--- config.mk ---
export PLATFORM = sky130hd
export DESIGN_NAME = exe_stage_mc
export DESIGN_NICKNAME = d
export VERILOG_FILES = /design/src/rtl/mips_pkg.sv /design/src/rtl/exe_stage_mc_seq_multiplier.sv /design/src/rtl/exe_stage_mc.sv
export SDC_FILE = /design/constraint.sdc
export NUM_CORES = 1
export LEC_CHECK = 0
export CAP_MARGIN = 20
export CORE_AREA = 3 3 150 261
export CTS_CLUSTER_SIZE = 40
export DETAILED_ROUTE_END_ITERATION = 8
export DIE_AREA = 0 0 153 264
export PLACE_DENSITY = 0.63
export SYNTH_ARGS = -nofsm -noshare
export SYNTH_HDL_FRONTEND = slang
export SYNTH_SLANG_ARGS = --single-unit
--- constraint.sdc ---
create_clock -name clk -period 4.7 [get_ports clk]
set_input_delay 0.47 -clock clk [delete_from_list [all_inputs] [get_ports clk]]
set_output_delay 0.47 -clock clk [all_outputs]
set_load 0.01 [all_outputs]
--- src/rtl/mips_pkg.sv ---
// Shared definitions for the multicycle MIPS EX stage: operation codes,
// FSM state encoding and default datapath widths.
package mips_pkg;

   localparam int WIDTH_DEF  = 32;
   localparam int DEST_W_DEF = 5;
   localparam int SH_W_DEF   = 5;

   localparam logic [3:0] EXE_ADD = 4'b0000;
   localparam logic [3:0] EXE_SUB = 4'b0010;
   localparam logic [3:0] EXE_AND = 4'b0100;
   localparam logic [3:0] EXE_OR  = 4'b0101;
   localparam logic [3:0] EXE_NOR = 4'b0110;
   localparam logic [3:0] EXE_XOR = 4'b0111;
   localparam logic [3:0] EXE_SLL = 4'b1000;
   localparam logic [3:0] EXE_SRA = 4'b1001;
   localparam logic [3:0] EXE_SRL = 4'b1010;
   localparam logic [3:0] EXE_MUL = 4'b1100;

   typedef enum logic {ST_IDLE = 1'b0, ST_MULT = 1'b1} state_t;

endpackage

--- src/rtl/exe_stage_mc_seq_multiplier.sv ---
// Radix-2 shift-add multiplier producing the low WIDTH bits of a*b in WIDTH
// steps. Only present when EXE_MUL_EN is defined.
`ifdef EXE_MUL_EN
module seq_multiplier #(
   parameter int WIDTH = 32,
   parameter int CNT_W = 5
) (
   input  logic             clk,
   input  logic             rst,
   input  logic             i_start,
   input  logic [WIDTH-1:0] i_a,
   input  logic [WIDTH-1:0] i_b,
   output logic             o_done,
   output logic [WIDTH-1:0] o_product
);

   logic             r_busy;
   logic [CNT_W-1:0] r_cnt;
   logic [WIDTH-1:0] r_a;
   logic [WIDTH-1:0] r_b;
   logic [WIDTH-1:0] r_acc;
   logic [WIDTH-1:0] w_acc_next;

   // The product is presented on the final step itself, so it includes that step's add.
   assign w_acc_next = r_acc + (r_b[0] ? r_a : '0);
   assign o_product  = w_acc_next;
   assign o_done     = r_busy && (r_cnt == CNT_W'(WIDTH - 1));

   always_ff @(posedge clk) begin
      if (rst) begin
         r_busy <= 1'b0;
         r_cnt  <= '0;
         r_a    <= '0;
         r_b    <= '0;
         r_acc  <= '0;
      end else if (i_start) begin
         r_busy <= 1'b1;
         r_cnt  <= '0;
         r_a    <= i_a;
         r_b    <= i_b;
         r_acc  <= '0;
      end else if (r_busy) begin
         r_acc <= w_acc_next;
         r_a   <= r_a << 1;
         r_b   <= r_b >> 1;
         r_cnt <= r_cnt + 1'b1;
         if (r_cnt == CNT_W'(WIDTH - 1)) r_busy <= 1'b0;
      end
   end

endmodule
`endif

--- src/rtl/exe_stage_mc.sv ---
// EX stage of the multicycle MIPS pipeline: single-cycle ALU plus, when
// EXE_MUL_EN is defined, an iterative multiply that freezes ID/EX.
import mips_pkg::*;

module exe_stage_mc #(
   parameter int WIDTH  = WIDTH_DEF,
   parameter int DEST_W = DEST_W_DEF,
   parameter int SH_W   = SH_W_DEF
) (
   input  logic              clk,
   input  logic              rst,
   input  logic              flush,
   input  logic              in_valid,
   input  logic [3:0]        EXE_CMD,
   input  logic [WIDTH-1:0]  Val1,
   input  logic [WIDTH-1:0]  Val2,
   input  logic [WIDTH-1:0]  Reg2,
   input  logic [DEST_W-1:0] Dest,
   input  logic [WIDTH-1:0]  PC_in,
   input  logic              MEM_R_EN,
   input  logic              MEM_W_EN,
   input  logic              WB_EN,
   output logic              freeze,
   output logic              out_valid,
   output logic [WIDTH-1:0]  ALU_Res,
   output logic [WIDTH-1:0]  Reg2_out,
   output logic [DEST_W-1:0] Dest_out,
   output logic [WIDTH-1:0]  PC_out,
   output logic              MEM_R_EN_out,
   output logic              MEM_W_EN_out,
   output logic              WB_EN_out
);

   logic [WIDTH-1:0]  w_alu;
   logic [SH_W-1:0]   w_sh;
   logic              w_accept;
   logic              w_wb;

   logic              r_valid;
   logic [WIDTH-1:0]  r_res;
   logic [WIDTH-1:0]  r_reg2;
   logic [DEST_W-1:0] r_dest;
   logic [WIDTH-1:0]  r_pc;
   logic              r_mr;
   logic              r_mw;
   logic              r_wb;

   assign w_sh = Val2[SH_W-1:0];

   always_comb begin
      w_alu = '0;
      case (EXE_CMD)
         EXE_ADD: w_alu = Val1 + Val2;
         EXE_SUB: w_alu = Val1 - Val2;
         EXE_AND: w_alu = Val1 & Val2;
         EXE_OR:  w_alu = Val1 | Val2;
         EXE_NOR: w_alu = ~(Val1 | Val2);
         EXE_XOR: w_alu = Val1 ^ Val2;
         EXE_SLL: w_alu = Val1 << w_sh;
         EXE_SRA: w_alu = WIDTH'($signed(Val1) >>> w_sh);
         EXE_SRL: w_alu = Val1 >> w_sh;
         default: w_alu = '0;
      endcase
   end

`ifdef EXE_MUL_EN
   state_t            r_state;
   logic              w_mul_start;
   logic              w_mul_done;
   logic [WIDTH-1:0]  w_mul_prod;
   logic [WIDTH-1:0]  r_m_reg2;
   logic [DEST_W-1:0] r_m_dest;
   logic [WIDTH-1:0]  r_m_pc;
   logic              r_m_mr;
   logic              r_m_mw;
   logic              r_m_wb;

   assign w_accept    = (r_state == ST_IDLE) && in_valid && !flush;
   assign w_mul_start = w_accept && (EXE_CMD == EXE_MUL);
   assign w_wb        = WB_EN;
   assign freeze      = (r_state == ST_MULT);

   seq_multiplier #(.WIDTH(WIDTH), .CNT_W(SH_W)) u_mul (
      .clk       (clk),
      .rst       (rst),
      .i_start   (w_mul_start),
      .i_a       (Val1),
      .i_b       (Val2),
      .o_done    (w_mul_done),
      .o_product (w_mul_prod)
   );

   // flush and in_valid are deliberately ignored in MULT: the multiply is older.
   always_ff @(posedge clk) begin
      if (rst) begin
         r_state  <= ST_IDLE;
         r_valid  <= 1'b0; r_res <= '0; r_reg2 <= '0; r_dest <= '0; r_pc <= '0;
         r_mr     <= 1'b0; r_mw  <= 1'b0; r_wb <= 1'b0;
         r_m_reg2 <= '0; r_m_dest <= '0; r_m_pc <= '0;
         r_m_mr   <= 1'b0; r_m_mw <= 1'b0; r_m_wb <= 1'b0;
      end else begin
         case (r_state)
            ST_IDLE: begin
               if (w_mul_start) begin
                  r_state  <= ST_MULT;
                  r_m_reg2 <= Reg2; r_m_dest <= Dest; r_m_pc <= PC_in;
                  r_m_mr   <= MEM_R_EN; r_m_mw <= MEM_W_EN; r_m_wb <= WB_EN;
                  r_valid  <= 1'b0; r_mr <= 1'b0; r_mw <= 1'b0; r_wb <= 1'b0;
               end else if (w_accept) begin
                  r_valid <= 1'b1; r_res <= w_alu; r_reg2 <= Reg2; r_dest <= Dest;
                  r_pc    <= PC_in; r_mr <= MEM_R_EN; r_mw <= MEM_W_EN; r_wb <= w_wb;
               end else begin
                  r_valid <= 1'b0; r_mr <= 1'b0; r_mw <= 1'b0; r_wb <= 1'b0;
               end
            end
            ST_MULT: begin
               if (w_mul_done) begin
                  r_state <= ST_IDLE;
                  r_valid <= 1'b1; r_res <= w_mul_prod; r_reg2 <= r_m_reg2;
                  r_dest  <= r_m_dest; r_pc <= r_m_pc;
                  r_mr    <= r_m_mr; r_mw <= r_m_mw; r_wb <= r_m_wb;
               end else begin
                  r_valid <= 1'b0; r_mr <= 1'b0; r_mw <= 1'b0; r_wb <= 1'b0;
               end
            end
            default: r_state <= ST_IDLE;
         endcase
      end
   end
`else
   // Without the multiplier, MUL falls through as a NOP that must not write back.
   assign w_accept = in_valid && !flush;
   assign w_wb     = WB_EN && (EXE_CMD != EXE_MUL);
   assign freeze   = 1'b0;

   always_ff @(posedge clk) begin
      if (rst) begin
         r_valid <= 1'b0; r_res <= '0; r_reg2 <= '0; r_dest <= '0; r_pc <= '0;
         r_mr    <= 1'b0; r_mw  <= 1'b0; r_wb <= 1'b0;
      end else if (w_accept) begin
         r_valid <= 1'b1; r_res <= w_alu; r_reg2 <= Reg2; r_dest <= Dest;
         r_pc    <= PC_in; r_mr <= MEM_R_EN; r_mw <= MEM_W_EN; r_wb <= w_wb;
      end else begin
         r_valid <= 1'b0; r_mr <= 1'b0; r_mw <= 1'b0; r_wb <= 1'b0;
      end
   end
`endif

   assign out_valid    = r_valid;
   assign ALU_Res      = r_res;
   assign Reg2_out     = r_reg2;
   assign Dest_out     = r_dest;
   assign PC_out       = r_pc;
   assign MEM_R_EN_out = r_mr;
   assign MEM_W_EN_out = r_mw;
   assign WB_EN_out    = r_wb;

endmodule

==> results of run 1 <==
[layer usage]
layer | vias to the layer above | global-route usage (%) | share of wire [%]
met5 | - | 0 | 0
met4 | 0 | 18.5 | 9.0
met3 | 197 | 3.51 | 5.6
met2 | 620 | 45.4 | 50
met1 | 6147 | 26.4 | 36
li1 | 6332 | - | -
[layout by cell type (no fill, tap or decap), drive strengths merged, types with 16 or more instances in the layout]
| cell type | n |
|---|---|
| nand2 | 270 |
| o21ai | 105 |
| mux4 | 20 |
| nand3 | 27 |
| nor3 | 16 |
| a21oi | 202 |
| a211oi | 47 |
| mux2i | 88 |
| xnor2 | 48 |
| mux2 | 26 |
| dfxtp | 105 |
| nand2b | 17 |
| buf | 86 |
| ha | 97 |
| nor2 | 161 |
| inv | 85 |
| clkdlybuf4s50 | 241 |
| o211ai | 28 |
[power breakdown]
group | total [mW] | internal [mW] | switching (mW)
clock network | 0.751 | 0.381 | 0.370
logic | 1.44 | 0.595 | 0.840
registers | 0.940 | 0.923 | 0.0166
[flip-flops by register name, indices dropped and copies added (netlist names)]
name	count
ALU_Res	32
WB_EN_out	1
MEM_R_EN_out	1
Dest_out	5
PC_out	32
out_valid	1
Reg2_out	32
MEM_W_EN_out	1
[cells by family after synthesis]
kind of cell,Yosys count
simple gates,542
compound gates,515
flops,105
fa+ha+maj,98
other cells,1
xor+xnor,55
mux,134
buf+inv,207
[cell usage after synthesis, types with 12 or more instances]
library cell / number / area share (%)
mux2_2: 25 / 2.4
o221ai_1: 13 / 0.96
ha_1: 97 / 10
a21oi_1: 200 / 8.5
a21o_1: 13 / 0.82
o21ai_1: 29 / 1.2
dfxtp_1: 105 / 18
clkbuf_1: 68 / 2.2
buf_1: 16 / 0.51
buf_2: 30 / 1.3
a221oi_1: 12 / 0.89
mux2i_1: 88 / 7.4
a211oi_1: 44 / 2.8
xnor2_1: 48 / 3.6
mux4_2: 20 / 3.8
nand2b_1: 17 / 0.90
o21ai_0: 75 / 3.2
nor3_1: 12 / 0.51
nand2_1: 270 / 8.6
nor2_1: 159 / 5.0
a31oi_1: 14 / 0.74
o211ai_1: 28 / 1.8
nand3_1: 27 / 1.1
inv_1: 75 / 2.4
[metrics by stage]
| step | utilization (%) | total power [mW] | instance area, µm² | instances | setup TNS, ps |
|---|---|---|---|---|---|
| after global routing | 41.1 | 3.30 | 15200 | 2351 | 0 |
| after CTS | 41.1 | 3.14 | 15200 | 2351 | 0 |
| after detailed placement | 40.3 | 2.37 | 15000 | 2335 | -8.75 |
| final | 41.1 | 3.13 | 15200 | 2351 | 0 |
| after floorplan | - | 1.78 | 11800 | 1657 | 0 |
| after global placement | 40.3 | 2.36 | 15000 | 2335 | 0 |
[area by class of cell]
class | count | area (µm²) | area share (%)
Inverter | 83 | 312 | 2.04
Multi-Input combinational cell | 1345 | 8880 | 58.3
Timing Repair Buffer | 327 | 3060 | 20.1
Clock inverter | 6 | 50.0 | 0.328
Tap cell | 475 | 594 | 3.90
Sequential cell | 105 | 2100 | 13.8
Clock buffer | 10 | 239 | 1.57
[worst min-delay path, stage by stage (launching register included)]
cell     delay [ps]
dfxtp_1         310
nand2_1          50
a21oi_1          50
[worst paths after layout]
check / cells past startpoint / endpoint / startpoint / slack [ps]
hold / removal: 2 / Reg2_out[8] / Reg2_out[8] / 450
setup / recovery: 19 / ALU_Res[31] / Val2[4] / 380
hold reg to reg: 2 / Reg2_out[8] / Reg2_out[8] / 450
setup reg to reg: 5 / ALU_Res[31] / ALU_Res[31] / 2830
==> results.md, run 1 <==
* Status: finished clean
* WL final at 53000 µm
* Clock tree buffer depth at 2
* Crit Path Category: in -> reg
* Critical Path Fanout Max at 4
* Core Box Area at 37100 µm²
* Main combinational cell family by area after synthesis: compound AO/OA/AOI/OAI gates
* VDD IR-drop max at 0.000165 V
* HP Class: reg -> reg
* Largest net degree at the start of global routing at 78
* Slowest-stage cell, CP: a2111o_1
* CTS root buf: clkbuf_16
* RSZ-0062 raised after global routing: false
* CP peak stage delay at 440 ps
* Drt via density at 5.66
* Post-synthesis simple-gate area fraction at 19.5%
* Yosys warning total at 0
* Vias in the first global route at 13152
* Setup ws final at 375 ps
* Arrival @ worst endpoint at 4610 ps
* Overall die height at 264 µm
* Relative slew slack at 17.0%
* Async set-reset flop share out of synthesis at 0%
* # rows at 93
* DR iter-0 viols at 998
* Post-Synthesis Cells at 1657
* Worst-Margin Slew at 1210 ps
* Antenna Nets Post-Route at 0
* Post-DP HPWL at 43100 µm
* Maximum clock frequency at 231 MHz
* Period utilization at 92.0%
* Layout cell share with drive strength beyond 1 at 9.54%
* Post-Syn Area at 11800 µm²
* Ys flop type: dfxtp_1
* Flop and latch count out of synthesis at 105
* Hold slack at 453 ps
* Nets@finish at 2113
* Initial Util at 31.9%
* Fin crit period at 4320 ps
* Post-synth EDFFs at 0
* # DRC at 0
* Crit path buf inv count at 3
* # resized after CTS at 0
* Clk slew on worst S/H paths at 90 ps
* CP delay by family, top: compound AO/OA/AOI/OAI gates
* Post-DR wirelength/cell at 22.5 µm
* Inserted Clock Buffers at 9
* Synth Area in Compound Gates at 27.2%
* Pre-CTS WS at -8.75 ps
* Worst endpoint required time at 4990 ps
* Max-Cap Viols at 0
* Worst setup SP type: primary input
* Post-CTS setup buffer count at 0
* Crit end category: flop
* Worst-skew pair later-pin latency at 350 ps
* Die area at 40400 µm²
* Global-route wire length before repair at 79400 µm
* Pre-Repair DR Iteration Count at 5
* Mux share of post-synthesis cell area at 13.7%
* Mean Syn Cell Area at 7.14 µm²
* Unique masters post-synth at 79
* Total global-route track usage at 25.2%
* Clk sinks at 105
* Adder-cell share of the synthesized area at 10.4%
* P_leak at 6.11 nW
* Io pins at 250
* Pwr dens at 205 nW/µm²
* Antenna cell count at 0
* Worst Clk Skew at 0 ps
* Routed vias at 13296
* Die X at 153 µm
* Final setup violation count at 0
* RD Place Congestion at 1.01
* Hold Fails Final Rpt at 0
* Most used cell along the critical path: buf_4
* Synth-to-Final Area Change at 28.8%
* CTS tree: built
* Net Count, Synth at 1899
* Cell chain of the critical path: clkdlybuf4s50_1 > or2_1 > buf_4 > nor2_4 > nand4_2 > or3_1 > o31ai_1 > xnor2_1 > ha_1 > buf_4 > nand2_1 > o21ai_1 > and3_1 > a21oi_1 > o21ai_2 > a41oi_2 > o31ai_2 > a2111o_1 > a311oi_2
* Filler cell count at 3818
* Grt ovf at 0
* Register area share after synthesis at 17.8%
* XOR/XNOR share of the synthesized area at 4.07%
* H-tree Lvls at 3
* Initial antenna violation count at 0
* Pins Over Slew Limit at 0
* Cts hold-fix bufs at 0
* PortBufs at 248
(Power assumes the default switching activity.)
==> run 2, diff against run 1 <==
--- a/config.mk
+++ b/config.mk
@@ -11,6 +11,7 @@
 export DETAILED_ROUTE_END_ITERATION = 8
 export DIE_AREA = 0 0 153 264
 export PLACE_DENSITY = 0.63
+export SKIP_LAST_GASP = 1
 export SYNTH_ARGS = -nofsm -noshare
 export SYNTH_HDL_FRONTEND = slang
 export SYNTH_SLANG_ARGS = --single-unit
==> results of run 2 <==
Final layout, timing and power as in run 1 (identical DEF).
==> run 3, diff against run 2 <==
--- a/config.mk
+++ b/config.mk
@@ -11,6 +11,7 @@
 export DETAILED_ROUTE_END_ITERATION = 8
 export DIE_AREA = 0 0 153 264
 export PLACE_DENSITY = 0.63
+export RECOVER_POWER = 25
 export SKIP_LAST_GASP = 1
 export SYNTH_ARGS = -nofsm -noshare
 export SYNTH_HDL_FRONTEND = slang
==> run 3 against run 2 <==
Highest routed layer unchanged. Critical path type unchanged. Worst hold slack lost 2.4 ps. Maximum frequency down 0.17%. Clock skew unchanged. Critical endpoint unchanged.
==> results.md, run 3 (synthesized netlist as in run 1, its figures left out) <==
* Inserted Clock Buffers at 9
* Antenna Nets Post-Route at 0
* Worst endpoint required time at 4990 ps
* Die area at 40400 µm²
* Pins Over Slew Limit at 0
* Antenna cell count at 0
* Vias in the first global route at 13152
* Sw Share at 39.3%
* Io pins at 250
* # rows at 93
* Switching power at 1.23 mW
* H-tree Lvls at 3
* Crit end category: flop
* Overall die height at 264 µm
* Grt ovf at 0
* RD Place Congestion at 1.01
* Clk slew on worst S/H paths at 90 ps
* Arrival @ worst endpoint at 4620 ps
* Post-DP HPWL at 43100 µm
* Max-Cap Viols at 0
* Pre-Repair DR Iteration Count at 7
* Worst-skew pair later-pin latency at 350 ps
* Hold Fails Final Rpt at 0
* Final setup violation count at 0
* Critical Path Fanout Max at 4
* PortBufs at 248
* Fin crit period at 4330 ps
* VDD IR-drop max at 0.000165 V
* Commonest non-fill, non-tap cell in the layout: nand2_1
* Total global-route track usage at 25.2%
* Nets@finish at 2113
* Comb pwr share at 45.8%
* Period utilization at 92.2%
* Initial antenna violation count at 0
* # resized after CTS at 0
* Worst Clk Skew at 0 ps
* Most frequent cells in the layout: nand2_1 (270), a21oi_1 (200), clkdlybuf4s50_1 (189)
* RSZ-0062 raised after global routing: false
* Layout Cells excl Fill at 2351
* Die X at 153 µm
* P_leak at 6.27 nW
* Dpl cells at 2335
* Pwr dens at 205 nW/µm²
* HP Class: reg -> reg
* CTS tree: built
* Worst-Margin Slew at 1240 ps
* CTS root buf: clkbuf_16
* Initial Util at 31.9%
* Worst setup SP type: primary input
* Status: finished clean
* P_int at 1.89 mW
* Post-DR wirelength/cell at 22.6 µm
* Relative slew slack at 15.1%
* Sum Neg Setup Slack at 0 ps
* Largest net degree at the start of global routing at 78
* Crit Path Category: in -> reg
* # DRC at 0
* Core Box Area at 37100 µm²
* Layout cell share with drive strength beyond 1 at 9.54%
* Reg power frac at 30.1%
* Cts hold-fix bufs at 0
* Routed vias at 13389
* Synth-to-Final Area Change at 28.8%
* Clk sinks at 105
* Clock power share at 24.1%
* DR iter-0 viols at 965
* WL final at 53100 µm
* Maximum clock frequency at 231 MHz
* Drt via density at 5.70
* Global-route wire length before repair at 79400 µm
* Clock tree buffer depth at 2
* Post-CTS setup buffer count at 0
run 3: cell count changes in the layout (fill, tap and decap cells not counted), sizes merged:
cell and change:
clkdlybuf4s50 -52, dlygate4sd3 +52
run 3: path summary, 6_finish.rpt:
path                     from          end  slack (ps)  cells after the start
hold reg to reg   Reg2_out[8]  Reg2_out[8]         450                      2
setup / recovery      Val2[4]  ALU_Res[31]         370                     19
hold / removal    Reg2_out[8]  Reg2_out[8]         450                      2
setup reg to reg  ALU_Res[31]  ALU_Res[31]        2820                      5
run 3: layout make-up:
class                           instances  area (µm²)
Timing Repair Buffer                  327        3060
Inverter                               83         312
Clock inverter                          6        50.0
Fill cell                            3818       21900
Sequential cell                       105        2100
Tap cell                              475         594
Multi-Input combinational cell       1345        8880
Clock buffer                           10         239
run 3: power groups by stage:
stage               registers, mW  logic (mW)  clock network (mW)
floorplan                   0.976       0.800                   0
global placement            0.960        1.40                   0
detailed placement          0.961        1.41                   0
CTS                         0.940        1.41               0.785
global route                0.943        1.53               0.813
finish                      0.939        1.43               0.752
run 3: stage by stage:
stage               hold slack, ps  total power [mW]  util (%)  worst slack, ps  cell area (µm²)
global placement               438              2.36      40.3              106            15000
global route                   468              3.29      41.1              131            15200
CTS                            456              3.14      41.1              373            15200
floorplan                      471              1.78         -              204            11800
finish                         450              3.12      41.1              368            15200
detailed placement             446              2.37      40.3            -8.75            15000
run 3: layer usage:
layer / vias up / share of wire, % / track usage (%)
met4: 0 / 8.8 / 18.5
met3: 192 / 5.7 / 3.51
li1: 6324 / - / -
met5: - / 0 / 0
met2: 617 / 50 / 45.4
met1: 6256 / 36 / 26.4
run 3: worst max-delay path, cell delays in order:
cell and delay (ps):
clkdlybuf4s50_1 420, or2_1 260, buf_4 160, nor2_4 100, nand4_2 140, or3_1 360, o31ai_1 370, xnor2_1 180
ha_1 260, buf_4 150, nand2_1 100, o21ai_1 100, and3_1 190, a21oi_1 160, o21ai_2 140, a41oi_2 300
o31ai_2 110, a2111o_1 440, a311oi_2 200
